`src/rtl/fetch_sequencer_pkg.sv`:
```
// Shared definitions for the fetch sequencer: opcode constants, FSM state
// encoding and default instruction field widths.
package fetch_sequencer_pkg;

    localparam int unsigned DEF_PC_W  = 8;
    localparam int unsigned DEF_OP_W  = 6;
    localparam int unsigned DEF_IMM_W = 8;
    localparam int unsigned DEF_IW    = DEF_OP_W + DEF_IMM_W;

    // Opcodes as seen by the decoder
    localparam logic [DEF_OP_W-1:0] OP_NOOP  = 6'b000001;
    localparam logic [DEF_OP_W-1:0] OP_LDP1  = 6'b000010;
    localparam logic [DEF_OP_W-1:0] OP_JUMPX = 6'b001000;
    localparam logic [DEF_OP_W-1:0] OP_STOP  = 6'b111111;

    typedef enum logic [2:0] {
        ST_IDLE  = 3'd0,
        ST_FETCH = 3'd1,
        ST_LOAD  = 3'd2,
        ST_EXEC  = 3'd3,
        ST_HALT  = 3'd4
    } fsm_state_e;

    // States in which a program is actively being sequenced
    function automatic logic is_busy_state(input fsm_state_e s);
        return (s == ST_FETCH) || (s == ST_LOAD) || (s == ST_EXEC);
    endfunction

endpackage

```
`src/rtl/fetch_sequencer_pc_register.sv`:
```
// Program counter with clear-to-reset-value, load and increment controls.
// Priority: clear > load > inc > hold. Increment wraps modulo 2^PC_W.
module fetch_sequencer_pc_register #(
    parameter int unsigned         PC_W     = 8,
    parameter logic [PC_W-1:0]     RESET_PC = '0
) (
    input  logic            clk,
    input  logic            rst_n,
    input  logic            clear,
    input  logic            load,
    input  logic            inc,
    input  logic [PC_W-1:0] load_value,
    output logic [PC_W-1:0] pc
);

    logic [PC_W-1:0] pc_d;
    logic [PC_W-1:0] pc_q;

    // Next-PC select: clear, jump load, increment or hold
    always_comb begin
        pc_d = pc_q;
        if (clear) begin
            pc_d = RESET_PC;
        end else if (load) begin
            pc_d = load_value;
        end else if (inc) begin
            pc_d = pc_q + PC_W'(1);
        end
    end

    // PC state register
    always_ff @(posedge clk or negedge rst_n) begin
        if (!rst_n) begin
            pc_q <= RESET_PC;
        end else begin
            pc_q <= pc_d;
        end
    end

    assign pc = pc_q;

endmodule

```
`src/rtl/fetch_sequencer.sv`:
```
// Fetch sequencer: owns PC and IR, issues instruction memory reads and
// sequences FETCH -> LOAD -> EXEC for each instruction until STOP.
module fetch_sequencer
    import fetch_sequencer_pkg::*;
#(
    parameter int unsigned     PC_W     = DEF_PC_W,
    parameter int unsigned     OP_W     = DEF_OP_W,
    parameter int unsigned     IMM_W    = DEF_IMM_W,
    parameter logic [PC_W-1:0] RESET_PC = '0
) (
    input  logic                  clk,
    input  logic                  rst_n,
    input  logic                  start,
    output logic [PC_W-1:0]       imem_addr,
    output logic                  imem_rd_en,
    input  logic [OP_W+IMM_W-1:0] imem_rdata,
    output logic [OP_W-1:0]       opcode,
    output logic [IMM_W-1:0]      imm_data,
    output logic                  exec_valid,
    input  logic                  pc_en,
    input  logic                  stop_flag,
    input  logic                  pc_load,
    input  logic [PC_W-1:0]       pc_load_value,
    output logic [PC_W-1:0]       pc,
    output logic                  busy,
    output logic                  done
);

    localparam int unsigned IW = OP_W + IMM_W;
    localparam logic [IW-1:0] IR_RESET = {OP_W'(OP_NOOP), {IMM_W{1'b0}}};

    fsm_state_e    state_d, state_q;
    logic [IW-1:0] ir_d, ir_q;
    logic          rd_en_d, rd_en_q;
    logic          exec_valid_d, exec_valid_q;
    logic          busy_d, busy_q;
    logic          done_d, done_q;

    logic          pc_clear;
    logic          pc_load_sel;
    logic          pc_inc;
    logic [PC_W-1:0] pc_cur;

    fetch_sequencer_pc_register #(
        .PC_W     (PC_W),
        .RESET_PC (RESET_PC)
    ) u_pc_register (
        .clk        (clk),
        .rst_n      (rst_n),
        .clear      (pc_clear),
        .load       (pc_load_sel),
        .inc        (pc_inc),
        .load_value (pc_load_value),
        .pc         (pc_cur)
    );

    // Next-state, IR capture and PC control; outputs are decoded from the
    // next state so they come straight off flops in the matching state.
    always_comb begin
        state_d     = state_q;
        ir_d        = ir_q;
        pc_clear    = 1'b0;
        pc_load_sel = 1'b0;
        pc_inc      = 1'b0;
        case (state_q)
            ST_IDLE: begin
                if (start) begin
                    pc_clear = 1'b1;
                    state_d  = ST_FETCH;
                end
            end
            ST_FETCH: state_d = ST_LOAD;
            ST_LOAD: begin
                ir_d    = imem_rdata;
                state_d = ST_EXEC;
            end
            ST_EXEC: begin
                if (stop_flag) begin
                    state_d = ST_HALT;
                end else begin
                    state_d = ST_FETCH;
                    if (pc_load) begin
                        pc_load_sel = 1'b1;
                    end else if (pc_en) begin
                        pc_inc = 1'b1;
                    end
                end
            end
            ST_HALT: begin
                if (!start) begin
                    state_d = ST_IDLE;
                end
            end
            default: state_d = ST_IDLE;
        endcase

        rd_en_d      = (state_d == ST_FETCH);
        exec_valid_d = (state_d == ST_EXEC);
        busy_d       = is_busy_state(state_d);
        done_d       = (state_d == ST_HALT) && (state_q != ST_HALT);
    end

    // FSM state, IR and registered outputs
    always_ff @(posedge clk or negedge rst_n) begin
        if (!rst_n) begin
            state_q      <= ST_IDLE;
            ir_q         <= IR_RESET;
            rd_en_q      <= 1'b0;
            exec_valid_q <= 1'b0;
            busy_q       <= 1'b0;
            done_q       <= 1'b0;
        end else begin
            state_q      <= state_d;
            ir_q         <= ir_d;
            rd_en_q      <= rd_en_d;
            exec_valid_q <= exec_valid_d;
            busy_q       <= busy_d;
            done_q       <= done_d;
        end
    end

    assign imem_addr  = pc_cur;
    assign imem_rd_en = rd_en_q;
    assign opcode     = ir_q[IW-1:IMM_W];
    assign imm_data   = ir_q[IMM_W-1:0];
    assign exec_valid = exec_valid_q;
    assign pc         = pc_cur;
    assign busy       = busy_q;
    assign done       = done_q;

endmodule

```
`config.mk`:
```
export PLATFORM = sky130hd
export DESIGN_NAME = fetch_sequencer
export DESIGN_NICKNAME = d
export VERILOG_FILES = /design/src/rtl/fetch_sequencer_pkg.sv /design/src/rtl/fetch_sequencer_pc_register.sv /design/src/rtl/fetch_sequencer.sv
export SDC_FILE = /design/constraint.sdc
export NUM_CORES = 1
export LEC_CHECK = 0
export CORE_ASPECT_RATIO = 0.8
export CORE_UTILIZATION = 40
export DETAILED_ROUTE_END_ITERATION = 7
export GPL_TIMING_DRIVEN = 0
export PLACE_DENSITY = 0.77
export SYNTH_ARGS = -nofsm -noshare
export SYNTH_HDL_FRONTEND = slang
export SYNTH_HIERARCHICAL = 1
export SYNTH_SLANG_ARGS = --single-unit
```
`constraint.sdc`:
```
create_clock -name clk -period 2.4 [get_ports clk]
set_input_delay 0.24 -clock clk [delete_from_list [all_inputs] [get_ports clk]]
set_output_delay 0.24 -clock clk [all_outputs]
set_load 0.02 [all_outputs]
```
==> impl_metrics.yaml, run 1 <==
logic_synthesis:
  yosys.area.top_type: "sky130_fd_sc_hd__dfrtp_1"
  library_cells_used_by_synthesis: 30
  post_synth_xor_area_fraction: 0.0328
  async_flop_share: 1.00
  synth_simple_gate_area_frac: 0.130
  synth_compound_gate_area_share: 0.0852
  synth_top_flop_cell: "sky130_fd_sc_hd__dfrtp_1"
  yosys_register_bits: 29
  mappedNetlistNets: 141
  synth_enable_flop_cells: 0
  synthesized_cell_area_mm2: 0.00134
  post_synth_inst_count: 112
  avgSynthCellArea_um2: 11.9
  synth_sequential_area_ratio: 0.544
  post-synth-top-count-cell: "sky130_fd_sc_hd__dfrtp_1"
  synthMuxAreaShare: 0.126
  synth_top_family_by_area: "simple AND/OR/NAND/NOR gates"
  synthTopCellsByArea: "sky130_fd_sc_hd__dfrtp_1 52%, sky130_fd_sc_hd__mux2_1 7.6%, sky130_fd_sc_hd__buf_4 5.1%"
  netlist_top_cells_count: "28 x sky130_fd_sc_hd__dfrtp_1, 9 x sky130_fd_sc_hd__buf_4, 9 x sky130_fd_sc_hd__mux2_1, 9 x sky130_fd_sc_hd__nor2_1, 7 x sky130_fd_sc_hd__nand2_1"
  synth.top_cell.area_share: 0.524
  adder_and_majority_gate_portion_of_the_synthesized_area: 0.00936
  yosys_warnings: 6
timing:
  setup_tns_ps: 0
  worst_clock_skew_ps: 0.996
  report.final.setup_viol: 0
  max_slew.worst_pin.slew_ps: 629
  fmax_mhz: 454
  timing_max_transition_violations_final: 0
  final.period_utilization: 0.918
  timing.max_slew.rel_slack: 0.581
  timing_hold_violations_final: 28
  finalCriticalPeriod_ps: 2200
  worst_hold_slack_ps: -20.9
  rsz0062_at_grt: "no"
cells_and_area:
  layout.nets: 209
  drive_above_1_share: 0.177
  finalInstanceArea_mm2: 0.00210
  antennaDiodeCount: 0
  fillCellCount: 227
  syn_to_final_growth_pct: 57.0
grt:
  grt-ovfl-total: 0
  grt_start_max_net_pins: 30
  global_route_wire_length_before_repair_um: 4400
  antenna_found_initial: 0
  grt_pass1_vias: 964
  grtUsageTotal: 0.178
worst_setup_path:
  crit_type: "reg -> reg"
  slowest_cell_on_crit_path: "sky130_fd_sc_hd__nor3b_2"
  cp_slowest_stage_delay_ps: 420
  crit_path_cell_trace: "buf_2 > nand4bb_1 > nor3b_2 > nand4_2 > or3_1 > a311oi_1"
  cp_data_required_time_ps: 2560
  critPathTopFamily: "simple AND/OR/NAND/NOR gates"
  worst_ep_arrival_time_ps: 2370
  cp.buffers_inverters: 1
  setup.worst_path.start_class: "register"
  timing.critical_path.fanout_max: 9
  cp-end-kind: "register"
floorplan:
  initial_utilization: 0.427
  boundaryPins: 62
  fp.dieW_um: 66.6
  core_area_mm2: 0.00313
  floorplan.rows: 18
  fp.dieArea_mm2: 0.00358
  fp.dieH_um: 53.7
routing:
  detail_route.drc_violations: 0
  first_iter_violations: 31
  drt-wirelength-per-cell_um: 13.1
  num_vias: 1077
  drtAntennaViolNets: 0
  avgViaCountPerCell: 4.87
  drtPass1Iterations: 4
  totalWireLength_um: 2900
clock_network:
  clk-insertion-delay-late_ps: 280
  cts.sinks: 29
  cts_tree: "built"
  clock-root-buffer: "sky130_fd_sc_hd__clkbuf_8"
  cts-htree-levels: 2
  clkSlewWorstSetupHoldPaths_ps: 60
  cts_inserted_buffers: 5
  cts_hold_repair.buffers: 0
  cts-root-to-sink-buffers: 2
power_and_ir_drop:
  power.internal_mw: 1.82
  share_clk_of_total_power: 0.151
  vdd_drop_max_uv: 826
  share_seq_of_total_power: 0.315
  combinationalPowerShare: 0.534
  power_density_mw_per_mm2: 1370
  power.switching_mw: 1.06
  leakagePower_nw: 0.884
  swShare: 0.368
job:
  drv_cap: 0
placed_design:
  gp_congestion: 0.782
  place_hpwl_um: 2190
  cell_area_placed_mm2: 0.00200
  port_buffers: 61
worst_hold_path:
  min-delay-path-class: "in -> async"
status:
  violations_in_the_final_reports: "hold timing"
  run_status: "finished, violations left"
-- worst reg2reg max path: stages (launching register included) --
cell	delay (ps)
sky130_fd_sc_hd__dfrtp_1	350
sky130_fd_sc_hd__buf_2	170
sky130_fd_sc_hd__nand4bb_1	220
sky130_fd_sc_hd__nor3b_2	420
sky130_fd_sc_hd__nand4_2	220
sky130_fd_sc_hd__or3_1	390
sky130_fd_sc_hd__a311oi_1	320
-- path summary, 6_finish.rpt --
path	start	endpoint	slack, ps	cells after the start
max reg2reg	state_q[2]$_DFF_PN0_	u_pc_register/pc[7]$_DFFE_PN0P_	200	6
min in group clk	ir_q[4]$_DFFE_PN0N_	ir_q[4]$_DFFE_PN0N_	480	1
max	state_q[2]$_DFF_PN0_	u_pc_register/pc[7]$_DFFE_PN0P_	200	6
min reg2reg	ir_q[4]$_DFFE_PN0N_	ir_q[4]$_DFFE_PN0N_	480	1
min	rst_n	u_pc_register/pc[7]$_DFFE_PN0P_	-20	1
max in group asynchronous	rst_n	done$_DFF_PN0_	2010	1
-- registers in the layout (all words and copies together), names as in the netlist --
signal	flops
ir_q	14
state_q	3
exec_valid	1
busy	1
done	1
u_pc_register/pc	8
imem_rd_en	1
-- metal layers --
| layer | share of wire | global-route usage | up-vias | routed length, µm |
|---|---|---|---|---|
| li1 | - | - | 518 | - |
| met5 | 0 | 0 | - | 0 |
| met4 | 0.015 | 0.0993 | 0 | 44 |
| met2 | 0.46 | 0.286 | 49 | 1340 |
| met3 | 0.090 | 0.0763 | 4 | 261 |
| met1 | 0.43 | 0.201 | 506 | 1260 |
-- per-stage QoR --
step / instances / utilization / setup slack (ps) / total power [mW] / hold WS, ps
global route: 221 / 0.670 / 80.2 / 3.08 / 25.9
global placement: 213 / 0.638 / -110 / 2.42 / 468
finish: 221 / 0.670 / 196 / 2.88 / -20.9
CTS: 221 / 0.672 / 182 / 2.92 / 489
floorplan: 112 / - / 294 / 1.76 / -55.6
detailed placement: 213 / 0.638 / -272 / 2.47 / 476
-- placed cells by master, fill, tap and decap left out, types with 2 or more instances in the layout --
master / Yosys / routed
sky130_fd_sc_hd__buf_4: 9 / 9
sky130_fd_sc_hd__nor2_1: 9 / 9
sky130_fd_sc_hd__nand4_1: 2 / 2
sky130_fd_sc_hd__clkdlybuf4s50_1: 0 / 60
sky130_fd_sc_hd__a21oi_1: 5 / 5
sky130_fd_sc_hd__mux2_1: 9 / 9
sky130_fd_sc_hd__a211oi_1: 3 / 3
sky130_fd_sc_hd__buf_2: 2 / 3
sky130_fd_sc_hd__o21ai_0: 3 / 3
sky130_fd_sc_hd__xor2_1: 4 / 4
sky130_fd_sc_hd__nand2_1: 7 / 7
sky130_fd_sc_hd__inv_1: 3 / 3
sky130_fd_sc_hd__mux2_2: 6 / 6
sky130_fd_sc_hd__clkbuf_8: 0 / 7
sky130_fd_sc_hd__o21bai_1: 2 / 2
sky130_fd_sc_hd__a311oi_1: 3 / 3
sky130_fd_sc_hd__dfrtp_1: 28 / 28
sky130_fd_sc_hd__or3_1: 3 / 3
-- cells by family (layout without fill, tap and decap cells) --
| family | after synthesis | in the layout |
|---|---|---|
| flops | 29 | 29 |
| simple gates | 29 | 29 |
| compound gates | 17 | 17 |
| buf+inv | 16 | 85 |
| mux | 15 | 15 |
| xor+xnor | 5 | 5 |
| fa+ha+maj | 1 | 1 |
-- layout make-up --
class	count	area (µm²)	area share
plain buffers	13	85.1	0.0405
clock buffers	7	96.3	0.0459
clock inverters	1	5.00	0.00239
inverters	3	11.3	0.00537
multi-input cells	67	518	0.247
flip-flops and latches	29	727	0.346
well taps	40	50.0	0.0239
repair buffers	61	606	0.289
-- what timing repair did --
action / in CTS / in global routing
gates resized for setup: 1 / 0
setup buffers: 0 / 0
setup endpoints to repair: 1 / 0
-- power by group through the flow --
| stage | Clock [mW] | Sequential [mW] | Combinational, mW |
|---|---|---|---|
| 2_1_floorplan | 0 | 1.15 | 0.613 |
| 3_3_place_gp | 0 | 0.899 | 1.52 |
| 3_5_place_dp | 0 | 0.918 | 1.55 |
| 4_1_cts | 0.448 | 0.913 | 1.56 |
| 5_1_grt | 0.474 | 0.946 | 1.66 |
| 6_report | 0.434 | 0.908 | 1.54 |
Power figures use the tool's default switching activity.
==> inputs of run 2 (changes only) <==
==> constraint.sdc (replaced) <==
create_clock -name clk -period 2.4 [get_ports clk]
set_input_delay 0.48 -clock clk [delete_from_list [all_inputs] [get_ports clk]]
set_output_delay 0.48 -clock clk [all_outputs]
set_load 0.02 [all_outputs]
==> impl_metrics.yaml, run 2 (synthesized netlist as in run 1, its figures left out) <==
status:
  run_status: "complete, no violations"
worst_setup_path:
  cp_slowest_stage_delay_ps: 450
  crit_type: "in -> reg"
  startpoint: "stop_flag"
  critPathTopFamily: "simple AND/OR/NAND/NOR gates"
  worst_ep_arrival_time_ps: 2490
  critical_path.reg2reg.startpoint: "state_q[2]$_DFF_PN0_"
  reg2reg_slack_ps: 240
  slowest_cell_on_crit_path: "sky130_fd_sc_hd__clkdlybuf4s50_1"
  cp.buffers_inverters: 1
  setup.worst_path.start_class: "input pin"
  timing.critical_path.fanout_max: 5
  crit_path_cell_trace: "clkdlybuf4s50_1 > nand4bb_1 > nor3b_4 > nand4_2 > or3_1 > a311oi_1"
  cp-end-kind: "register"
  cp_data_required_time_ps: 2560
clock_network:
  clock-root-buffer: "sky130_fd_sc_hd__clkbuf_8"
  cts_tree: "built"
  post-cts-setup-buffers: 0
  cts-root-to-sink-buffers: 2
  cts_inserted_buffers: 5
  clkSlewWorstSetupHoldPaths_ps: 60
  cts-htree-levels: 2
  clk-insertion-delay-late_ps: 280
  cts.sinks: 29
cells_and_area:
  layout.nets: 209
  mostFrequentLayoutCells: "60 x sky130_fd_sc_hd__clkdlybuf4s50_1, 28 x sky130_fd_sc_hd__dfrtp_1, 9 x sky130_fd_sc_hd__nor2_1, 9 x sky130_fd_sc_hd__buf_4, 9 x sky130_fd_sc_hd__mux2_1"
  instances_no_fill: 221
  regMostFlops: "ir_q"
  syn_to_final_growth_pct: 57.5
  number_of_flip_flops_under_the_largest_register_name: 14
  finalInstanceArea_mm2: 0.00210
  antennaDiodeCount: 0
  most_common_cell_after_layout_fill_and_taps_aside: "sky130_fd_sc_hd__clkdlybuf4s50_1"
  area_occupied_by_multi_input_gates_um2: 524
  fillCellCount: 228
  drive_above_1_share: 0.177
  seqCellArea_um2: 727
floorplan:
  fp.dieArea_mm2: 0.00358
  initial_utilization: 0.427
  fp.dieW_um: 66.6
  boundaryPins: 62
  core_area_mm2: 0.00313
  fp.dieH_um: 53.7
  floorplan.rows: 18
timing:
  final.period_utilization: 0.969
  report.final.setup_viol: 0
  worst_clock_skew_ps: 0.625
  setup_slack_ps: 74.7
  timing_max_transition_violations_final: 0
  max_slew.worst_pin.slew_ps: 628
  finalCriticalPeriod_ps: 2330
  timing_hold_violations_final: 0
  fmax_mhz: 430
  timing.max_slew.rel_slack: 0.581
job:
  drv_cap: 0
placed_design:
  gp_congestion: 0.782
  place_ws_ps: -512
  cell_area_placed_mm2: 0.00200
  place_hpwl_um: 2190
  port_buffers: 61
  place_inst: 213
power_and_ir_drop:
  leakagePower_nw: 0.889
  power_density_mw_per_mm2: 1370
  total_power_mw: 2.88
  vdd_drop_max_uv: 788
routing:
  totalWireLength_um: 2950
  drtAntennaViolNets: 0
  num_vias: 1076
  drt-wirelength-per-cell_um: 13.4
  avgViaCountPerCell: 4.87
  drtPass1Iterations: 4
  detail_route.drc_violations: 0
  first_iter_violations: 31
worst_hold_path:
  min-delay-path-class: "in -> async"
grt:
  antenna_found_initial: 0
  grt-ovfl-total: 0
  grtUsageTotal: 0.178
  grt_pass1_vias: 964
  grt_start_max_net_pins: 30
  global_route_wire_length_before_repair_um: 4400
## run 2: cell counts in the layout (fill, tap and decap cells not counted)
Identical to the previous run, type by type.
## run 2: metal layers
| metal | up-vias | routed length (µm) | GRT usage |
|---|---|---|---|
| li1 | 517 | - | - |
| met1 | 505 | 1270 | 0.201 |
| met2 | 50 | 1370 | 0.286 |
| met3 | 4 | 267 | 0.0763 |
| met4 | 0 | 44 | 0.0993 |
| met5 | - | 0 | 0 |
## run 2: report_power, final
part           total (mW)  internal [mW]  switching, mW
clock               0.435          0.258          0.176
combinational        1.54          0.831          0.710
sequential          0.909          0.732          0.177
## run 2: area by class of cell
type | count | share of cell area
tap | 40 | 0.0238
timing repair buffer | 61 | 0.288
sequential | 29 | 0.345
clock inverter | 1 | 0.00238
clock buffer | 7 | 0.0458
multi-input combinational | 67 | 0.249
buffer | 13 | 0.0404
inverter | 3 | 0.00535
## run 2: final timing paths
path | depth (start not counted) | endpoint
max | 6 | u_pc_register/pc[7]$_DFFE_PN0P_
min | 1 | u_pc_register/pc[7]$_DFFE_PN0P_
max reg2reg | 6 | u_pc_register/pc[7]$_DFFE_PN0P_
min reg2reg | 1 | ir_q[4]$_DFFE_PN0N_
max in group asynchronous | 1 | done$_DFF_PN0_
min in group clk | 1 | ir_q[4]$_DFFE_PN0N_
## run 2: timing repair
item	in CTS	in global routing
resized for setup	1	1
pin swaps	0	1
endpoints found under the setup margin	3	3
hold buffers	0	0
## run 2: metrics by stage
step	hold slack (ps)	TNS, ps	utilization
floorplan	184	0	-
global placement	468	-1270	0.638
detailed placement	476	-2000	0.638
CTS	489	0	0.672
global route	266	-13.3	0.672
finish	219	0	0.672
## run 2: worst reg2reg max path, cell delays in order (launching register included)
cell and delay, ps:
sky130_fd_sc_hd__dfrtp_1 350, sky130_fd_sc_hd__buf_2 170, sky130_fd_sc_hd__nand4bb_1 280, sky130_fd_sc_hd__nor3b_4 340, sky130_fd_sc_hd__nand4_2 210, sky130_fd_sc_hd__or3_1 390, sky130_fd_sc_hd__a311oi_1 320
